[config.mk]
export PLATFORM = sky130hd
export DESIGN_NAME = sec_display
export DESIGN_NICKNAME = d
export VERILOG_FILES = /design/src/rtl/sec_display_pkg.sv /design/src/rtl/seg7_decode.sv /design/src/rtl/sec_display.sv
export SDC_FILE = /design/constraint.sdc
export NUM_CORES = 1
export LEC_CHECK = 0
export ABC_AREA = 1
export CAP_MARGIN = 25
export CORE_MARGIN = 3
export CORE_UTILIZATION = 55
export CTS_CLUSTER_DIAMETER = 80
export DETAILED_ROUTE_END_ITERATION = 10
export PLACE_DENSITY = 0.74
export SETUP_SLACK_MARGIN = 0.2
export SLEW_MARGIN = 15
export SYNTH_ARGS = -nofsm -noshare
export SYNTH_HDL_FRONTEND = slang
export SYNTH_SLANG_ARGS = --single-unit
[constraint.sdc]
create_clock -name clk -period 2.8 [get_ports clk]
set_input_delay 0.56 -clock clk [delete_from_list [all_inputs] [get_ports clk]]
set_output_delay 0.56 -clock clk [all_outputs]
set_load 0.01 [all_outputs]
[src/rtl/sec_display_pkg.sv]
// Shared definitions for the seconds display: conversion FSM states,
// active-low seven-segment patterns and conversion constants.
`timescale 1ns/1ps
package sec_display_pkg;

  typedef enum logic [2:0] {
    ST_IDLE   = 3'd0,
    ST_LOAD   = 3'd1,
    ST_DIV    = 3'd2,
    ST_BCD    = 3'd3,
    ST_COMMIT = 3'd4
  } state_t;

  // Segment order {g,f,e,d,c,b,a}, a zero lights the segment.
  localparam logic [6:0] SEG_0     = 7'b1000000;
  localparam logic [6:0] SEG_1     = 7'b1111001;
  localparam logic [6:0] SEG_2     = 7'b0100100;
  localparam logic [6:0] SEG_3     = 7'b0110000;
  localparam logic [6:0] SEG_4     = 7'b0011001;
  localparam logic [6:0] SEG_5     = 7'b0010010;
  localparam logic [6:0] SEG_6     = 7'b0000010;
  localparam logic [6:0] SEG_7     = 7'b1111000;
  localparam logic [6:0] SEG_8     = 7'b0000000;
  localparam logic [6:0] SEG_9     = 7'b0010000;
  localparam logic [6:0] SEG_BLANK = 7'b1111111;

  // Largest value shown as MM:SS (99:59).
  localparam logic [15:0] SAT_LIMIT   = 16'd5999;
  localparam logic [12:0] SEC_PER_MIN = 13'd60;
  localparam int          BCD_W       = 4;
  // Double-dabble over a 7-bit binary operand takes one shift per bit.
  localparam int          DD_STEPS    = 7;
  localparam logic [2:0]  DD_LAST     = 3'(DD_STEPS - 1);

  // Double-dabble correction: a BCD digit of 5 or more gets 3 added
  // before the shift so it carries correctly into the next digit.
  function automatic logic [BCD_W-1:0] bcd_adjust(input logic [BCD_W-1:0] d);
    if (d >= 4'd5) return d + 4'd3;
    else           return d;
  endfunction

endpackage

[src/rtl/seg7_decode.sv]
// BCD to active-low seven-segment decoder with a blank override.
// Codes above 9 decode to all segments off.
`timescale 1ns/1ps
module seg7_decode
  import sec_display_pkg::*;
(
  input  logic [3:0] bcd,
  input  logic       blank,
  output logic [6:0] seg
);

  // Pure lookup; blank wins over any digit code.
  always_comb begin
    seg = SEG_BLANK;
    if (!blank) begin
      case (bcd)
        4'd0:    seg = SEG_0;
        4'd1:    seg = SEG_1;
        4'd2:    seg = SEG_2;
        4'd3:    seg = SEG_3;
        4'd4:    seg = SEG_4;
        4'd5:    seg = SEG_5;
        4'd6:    seg = SEG_6;
        4'd7:    seg = SEG_7;
        4'd8:    seg = SEG_8;
        4'd9:    seg = SEG_9;
        default: seg = SEG_BLANK;
      endcase
    end
  end

endmodule

[src/rtl/sec_display.sv]
// Seconds-to-MM.SS display stage. Converts the timer's elapsed-seconds
// count to minutes/seconds (saturating at 99:59) with a multi-cycle
// subtract-and-count divider plus double-dabble, then scans the four
// digits onto a multiplexed active-low seven-segment display.
// Optional build macro SEC_DISPLAY_LZB_EN enables leading-zero blanking
// of the minutes tens digit.
`timescale 1ns/1ps
module sec_display
  import sec_display_pkg::*;
#(
  parameter int REFRESH_DIV = 50_000
) (
  input  logic        clk,
  input  logic        rst,
  input  logic [15:0] sec,
  output logic [3:0]  an,
  output logic [6:0]  seg,
  output logic        dp,
  output logic        ovf
);

  localparam int             CNT_W   = (REFRESH_DIV > 2) ? $clog2(REFRESH_DIV) : 1;
  localparam logic [CNT_W-1:0] CNT_MAX = CNT_W'(REFRESH_DIV - 1);

  state_t            state;
  state_t            state_nxt;
  logic [15:0]       last_sec;
  logic [12:0]       rem;
  logic [6:0]        min_cnt;
  logic              ovf_nxt;
  // Layout {tens[14:11], units[10:7], binary[6:0]}
  logic [14:0]       dd_min;
  logic [14:0]       dd_rem;
  logic [2:0]        dd_cnt;
  logic [3:0][3:0]   digits;
  logic [CNT_W-1:0]  refresh_cnt;
  logic [1:0]        sel;

  logic              load_en;
  logic              div_step;
  logic              dd_init;
  logic              dd_step_en;
  logic              commit_en;
  logic              rem_ge_min;

  logic [3:0]        digit_p0;
  logic              blank_p0;
  logic [6:0]        seg_dec_p0;

  // Clamp the input to the largest displayable value.
  function automatic logic [12:0] sat_sec(input logic [15:0] v);
    if (v > SAT_LIMIT) return SAT_LIMIT[12:0];
    else               return v[12:0];
  endfunction

  // One double-dabble iteration: correct both BCD digits, then shift left.
  function automatic logic [14:0] dd_shift(input logic [14:0] v);
    logic [14:0] a;
    a         = v;
    a[14:11]  = bcd_adjust(v[14:11]);
    a[10:7]   = bcd_adjust(v[10:7]);
    return a << 1;
  endfunction

  assign rem_ge_min = (rem >= SEC_PER_MIN);

  // Conversion FSM state register.
  always_ff @(posedge clk) begin
    if (rst) state <= ST_IDLE;
    else     state <= state_nxt;
  end

  // Conversion FSM next-state logic.
  always_comb begin
    state_nxt = state;
    case (state)
      ST_IDLE:   if (sec != last_sec) state_nxt = ST_LOAD;
      ST_LOAD:   state_nxt = ST_DIV;
      ST_DIV:    if (!rem_ge_min) state_nxt = ST_BCD;
      ST_BCD:    if (dd_cnt == DD_LAST) state_nxt = ST_COMMIT;
      ST_COMMIT: state_nxt = ST_IDLE;
      default:   state_nxt = ST_IDLE;
    endcase
  end

  // Conversion FSM datapath strobes.
  always_comb begin
    load_en    = 1'b0;
    div_step   = 1'b0;
    dd_init    = 1'b0;
    dd_step_en = 1'b0;
    commit_en  = 1'b0;
    case (state)
      ST_LOAD:   load_en = 1'b1;
      ST_DIV: begin
        if (rem_ge_min) div_step = 1'b1;
        else            dd_init  = 1'b1;
      end
      ST_BCD:    dd_step_en = 1'b1;
      ST_COMMIT: commit_en  = 1'b1;
      default: ;
    endcase
  end

  // Remember the last captured input so only real changes start a conversion;
  // the all-ones reset value forces a conversion after reset.
  always_ff @(posedge clk) begin
    if (rst)          last_sec <= 16'hFFFF;
    else if (load_en) last_sec <= sec;
  end

  // Divider and double-dabble working registers; always re-seeded before use.
  always_ff @(posedge clk) begin
    if (load_en) begin
      rem     <= sat_sec(sec);
      min_cnt <= 7'd0;
      ovf_nxt <= (sec > SAT_LIMIT);
    end
    if (div_step) begin
      rem     <= rem - SEC_PER_MIN;
      min_cnt <= min_cnt + 7'd1;
    end
    if (dd_init) begin
      dd_min <= {8'd0, min_cnt};
      dd_rem <= {8'd0, rem[6:0]};
      dd_cnt <= 3'd0;
    end
    if (dd_step_en) begin
      dd_min <= dd_shift(dd_min);
      dd_rem <= dd_shift(dd_rem);
      dd_cnt <= dd_cnt + 3'd1;
    end
  end

  // All four digits and the overflow flag update together on commit.
  always_ff @(posedge clk) begin
    if (rst) begin
      digits <= '0;
      ovf    <= 1'b0;
    end else if (commit_en) begin
      digits[0] <= dd_rem[10:7];
      digits[1] <= dd_rem[14:11];
      digits[2] <= dd_min[10:7];
      digits[3] <= dd_min[14:11];
      ovf       <= ovf_nxt;
    end
  end

  // Free-running refresh divider; each wrap advances the scanned digit.
  always_ff @(posedge clk) begin
    if (rst) begin
      refresh_cnt <= '0;
      sel         <= 2'd0;
    end else if (refresh_cnt == CNT_MAX) begin
      refresh_cnt <= '0;
      sel         <= sel + 2'd1;
    end else begin
      refresh_cnt <= refresh_cnt + CNT_W'(1);
    end
  end

  // Select the scanned digit and decide whether it is blanked.
  always_comb begin
    digit_p0 = digits[sel];
`ifdef SEC_DISPLAY_LZB_EN
    blank_p0 = (sel == 2'd3) && (digits[3] == 4'd0);
`else
    blank_p0 = 1'b0;
`endif
  end

  seg7_decode u_seg7_decode (
    .bcd   (digit_p0),
    .blank (blank_p0),
    .seg   (seg_dec_p0)
  );

  // Registered display outputs, one cycle behind the digit select.
  always_ff @(posedge clk) begin
    if (rst) begin
      an  <= 4'b1111;
      seg <= SEG_BLANK;
      dp  <= 1'b1;
    end else begin
      an  <= ~(4'b0001 << sel);
      seg <= seg_dec_p0;
      dp  <= (sel != 2'd2);
    end
  end

endmodule

==> Word-level counts from Yosys, hierarchy flattened <==
Memory sizes are Yosys's and may differ from the RTL's. A register that Yosys moved wholly into a read port is not among the register bits.
Index checks and enable logic that the tools add are counted.
{ "word_totals": {"in_bits": 18, "regBits": 113, "latchBits": 0, "memories": 1, "mem_bits_rw": 0, "mem_bits_ro": 112} }
{ "memory_table": {"columns": ["name", "depth", "word_bits", "read_ports", "rd_ports_with_merged_regs", "wr", "line", "rtl"], "rows": [
  ["(no name shown)", 16, 7, 1, 1, 0, "seg7_decode.sv:16", "case (bcd)"]
]} }
{ "op_classes": {"add_sub_neg": 9, "n_shift": 1, "muxes": 28, "div_mod_pow": 0, "multipliers": 0, "bitwise": 1, "n_reduce_logical": 5, "n_eq_ne": 11, "order_cmp": 7} }
{ "ops": {"columns": ["cell", "count"], "rows": [
  ["$mux 15", 4],
  ["$mux 13", 3],
  ["$mux 3", 7],
  ["$add 16x1->16 const B", 1],
  ["$eq 16x16->1 const B", 1],
  ["$ge 4x3->1 const B", 4],
  ["$gt 16x13->1 const B", 1],
  ["$ne 16x16->1", 1],
  ["$mux 7", 2],
  ["$ge 13x6->1 const B", 1],
  ["$sub 13x6->13 const B", 1],
  ["$mux 4", 3],
  ["$pmux 3 s4", 1],
  ["$add 4x2->4 const B", 2],
  ["$bmux 4 s2", 1],
  ["$ne 2x2->1 const B", 4],
  ["$add 7x1->7 const B", 1],
  ["$mux 1", 7],
  ["$add 3x2->3 const B", 2],
  ["$eq 3x2->1 const B", 2],
  ["$eq 3x3->1 const B", 2],
  ["$not 4->4", 1],
  ["$reduce_bool 2->1", 2],
  ["$shl 1x2->4 const A", 1],
  ["other kinds (7)", 7]
]} }

==> Depth between registers and ports, before layout <==
{ "depth": {"depth_word": 5, "depth_mapped": 11, "depth_no_buf": 11} }

==> Hierarchy <==
Synthesis repeated with hierarchy kept, for this count alone.
{ "hier_totals": {"cells_unflattened": 698, "area_unflattened_um2": 5873.1} }
{ "modules_own_cells": {"columns": ["mod", "seq_area_each_um2", "area_per_inst_um2", "cells_per_inst", "instances"], "rows": [
  ["sec_display", 2902.8, 5669.2, 661, 1],
  ["seg7_decode", 0.0, 203.9, 37, 1]
]} }

==> Worst setup path before layout <==
Ideal clock, no wire load.
{ "synth_path": {"kind": "flip-flop to flip-flop", "start": "register rem[7]", "end": "register dd_cnt[0], enable pin", "slack_ns": 0.546, "arrival_ns": 1.865, "period_less_slack_ns": 2.254, "path_stages_with_launch": 7, "n_path_buf": 1, "t_required_ns": 2.412, "path_cell_list": "edfxtp_1 -> nor2_2 -> nand2_2 -> nor3_4 -> nand4_4 -> buf_2 -> nand2_1"} }
{ "synth_via": {"elab_chain_len": 4} }
{ "synth_rtl": {"columns": ["element", "line", "rtl"], "rows": [
  ["from (decl)", "sec_display.sv:28", "logic [12:0] rem;"],
  ["from (signal assigned)", "sec_display.sv:115", "rem <= sat_sec(sec);"],
  ["from (signal assigned)", "sec_display.sv:120", "rem <= rem - SEC_PER_MIN;"],
  ["$ge 13x6->1", "sec_display.sv:65", "assign rem_ge_min = (rem >= SEC_PER_MIN);"],
  ["$mux 1", "sec_display.sv:96", "if (rem_ge_min) div_step = 1'b1;"],
  ["$mux 1", "sec_display.sv:93", "case (state)"],
  ["$reduce_bool 2->1 (no line)", null, null],
  ["to (signal assigned)", "sec_display.sv:131", "dd_cnt <= dd_cnt + 3'd1;"],
  ["to (decl)", "sec_display.sv:34", "logic [2:0] dd_cnt;"]
]} }
No other way between the ends.
A chain may end at the register's enable or synchronous reset.

==> Final worst setup path <==
{ "layout_path": {"start": "register rem[2]", "end": "register min_cnt[4], enable pin"} }
{ "layout_via": {"elab_chain_len": 4} }
{ "layout_rtl": {"columns": ["element", "line", "rtl"], "rows": [
  ["$ge 13x6->1", "sec_display.sv:65", null],
  ["$mux 1", "sec_display.sv:96", null],
  ["$mux 1", "sec_display.sv:93", null],
  ["$reduce_bool 2->1 (no line)", null, null],
  ["to (signal assigned)", "sec_display.sv:121", "min_cnt <= min_cnt + 7'd1;"],
  ["to (decl)", "sec_display.sv:29", "logic [6:0] min_cnt;"]
]} }
No other way between the ends.

==> results_dict.tcl <==
set metrics [dict create \
    status "complete, no violations" \
    muxShareOfSynthArea_pct 0 \
    ys_async_sr_fraction_pct 0 \
    grt-ovfl-total 0 \
    grt_use_total_pct 22.3 \
    dieArea_mm2 0.0119 \
    yosys_warnings 0 \
    io_pins 31 \
    netlist_instances 708 \
    rsz0062_at_grt "no" \
    crit_required_ns 3.00 \
    core_mm2 0.0103 \
    finalMaxSlewViolations 0 \
    cts_resized 0 \
    num_vias 4720 \
    hp-class "reg -> reg" \
    grt_max_degree 33 \
    ys_ff_latch 119 \
    leakagePower_nw 2.95 \
    gp_congestion 0.836 \
    synth_top_flop_cell "dfxtp_1" \
    avgSynthCellArea_um2 8.27 \
    clock_latency_ns 0.52 \
    min_period_ns 2.04 \
    yosys.area_share.simple_pct 22.0 \
    numCtsBuffers 17 \
    tns_ns 0 \
    clkTransAtPathRegs_ns 0.05 \
    synth_top_family_by_area "simple AND/OR/NAND/NOR gates" \
    antenna_left 0 \
    setup_viol 0 \
    worst_hold_slack_ns 0.449 \
    drc 0 \
    vias_per_cell 5.26 \
    crit_path_start_kind "flip-flop" \
    rows 37 \
    synth_compound_area_share_pct 12.2 \
    die_h_um 109 \
    synth-adder-area-share_pct 4.70 \
    diodes 0 \
    syn_to_final_growth_pct 17.5 \
    power-per-cell-area_mw_per_mm2 881 \
    first_global_vias 4577 \
    cts_hold_buf 0 \
    cts_root_buf "clkbuf_8" \
    cts_tree "done" \
    cp-end-kind "flip-flop" \
    synth_edf_count 52 \
    hpwl_mm 8.31 \
    hold_viol 0 \
    syn_nets 748 \
    antenna_found_initial 0 \
    synth_seq_area_share_pct 49.6 \
    worstPathArrival_ns 2.24 \
    layout-drive-gt1-share_pct 9.46 \
    dr.pass1.iters 5 \
    htree_levels 4 \
    path_max_fanout 32 \
    crit_type "reg -> reg" \
    worst_pin_slew_ns 0.542 \
    start_util_pct 56.7 \
    die_w_um 109 \
    fin_worst_skew_ns 0.00726 \
    syn_area_mm2 0.00586 \
    wl_per_cell_um 13.6 \
    max_freq_mhz 490 \
    grt_pass1_wl_mm 20.8 \
    max_cap_violations 0 \
    nets 788 \
    cts_max_path_buffers 2 \
    worst_slew_margin_rel_pct 63.6 \
    drt_wl_total_mm 12.2 \
    synth.distinct_cells 40 \
    cts_setup_buffers 0 \
    finalCritPeriodShare_pct 72.8 \
    irDropWorstVdd_mv 0.549 \
    synth_xor_area_share_pct 2.99 \
    drtIter0Drc 239 \
    clkSinkCount 119 \
    portBuffers 30 \
]
-- power by group --
group | switching (mW) | internal [mW] | leakage [nW]
registers | 0.249 | 2.29 | 1.03
logic | 0.941 | 0.485 | 1.63
clock network | 0.739 | 1.37 | 0.294
-- registers in the layout, summed over array words and instances (netlist names), 2 cells and up --
name         cells
last_sec        16
seg              7
dd_cnt           3
min_cnt          7
sel              2
rem             13
an               4
refresh_cnt     16
digits          16
dd_rem          15
state            3
dd_min          15
-- layout make-up --
type | count | area, µm²
multi-input cells | 464 | 2450
repair buffers | 39 | 368
clock buffers | 25 | 527
fillers | 843 | 3440
clock inverters | 7 | 62.6
flip-flops and latches | 119 | 2900
inverters | 107 | 402
well taps | 136 | 170
-- final timing paths --
kind | startpoint | cells after the start | to | slack [ns]
worst max-delay path | rem[2] | 8 | min_cnt[4] | 0.76
worst min-delay path | refresh_cnt[0] | 1 | refresh_cnt[0] | 0.45
worst max register to register | rem[2] | 8 | min_cnt[4] | 0.76
worst min register to register | refresh_cnt[0] | 1 | refresh_cnt[0] | 0.45
-- placed cells by master, fill, tap and decap left out, types with 4 or more instances in the layout --
cell type and instances:
clkinv_2 5, dfxtp_1 67, inv_1 96, buf_4 9, clkbuf_8 5, clkdlybuf4s50_1 30, nor2_1 72, a21oi_1 49
nand3_1 27, o21ai_0 42, o21ai_1 30, ha_1 22, clkbuf_16 18, nor3b_1 4, inv_2 10, nor3_1 19
nand4_1 8, xnor2_1 8, xor2_1 12, edfxtp_1 52, nor2_2 5, nand2_1 136
-- cells by family after synthesis --
logic type / count (synthesis)
compound gates: 134
xor+xnor: 20
simple gates: 288
buf+inv: 125
fa+ha+maj: 22
flops: 119
-- metrics by stage --
stage	total power, mW	std cells	area, µm²	utilization [%]	setup WS (ns)
6_report	6.07	897	6880	66.7	0.760
5_1_grt	6.43	897	6880	66.7	0.590
4_1_cts	6.11	897	6880	66.7	0.746
3_5_place_dp	3.97	865	6290	61.0	0.710
3_3_place_gp	3.89	865	6290	61.0	0.704
2_1_floorplan	3.58	708	5860	-	0.546
-- cell usage after synthesis (3+ instances only) --
cell	instances	area [µm²]
nand2_1	136	510
inv_1	96	360
nor2_1	72	270
dfxtp_1	67	1340
edfxtp_1	52	1560
a21oi_1	49	245
o21ai_0	42	210
o21ai_1	30	150
nand3_1	27	135
ha_1	22	275
nor3_1	19	95.1
xor2_1	12	105
inv_2	10	37.5
nand4_1	8	50.1
xnor2_1	8	70.1
buf_2	6	30.0
clkbuf_1	6	22.5
nor2_2	5	31.3
nor3b_1	4	30.0
a21oi_2	3	26.3
buf_4	3	22.5
nand3_2	3	30.0
-- layer usage --
metal	up-vias	GRT usage, %	part of all wire [%]
met3	30	5.62	3.5
met4	0	8.73	2.1
met5	-	0	0
li1	2403	-	-
met2	102	37.5	49
met1	2185	27.6	45
-- worst max-delay path, cell delays in order (launching register included) --
cell and delay (ns):
edfxtp_1 0.44, ha_1 0.25, nand2_1 0.08, nor2_1 0.12, nand2_1 0.12, nand3_2 0.11
nand2_4 0.20, nand2_1 0.12, buf_4 0.27
No activity file was read; power rests on OpenSTA's default activity.
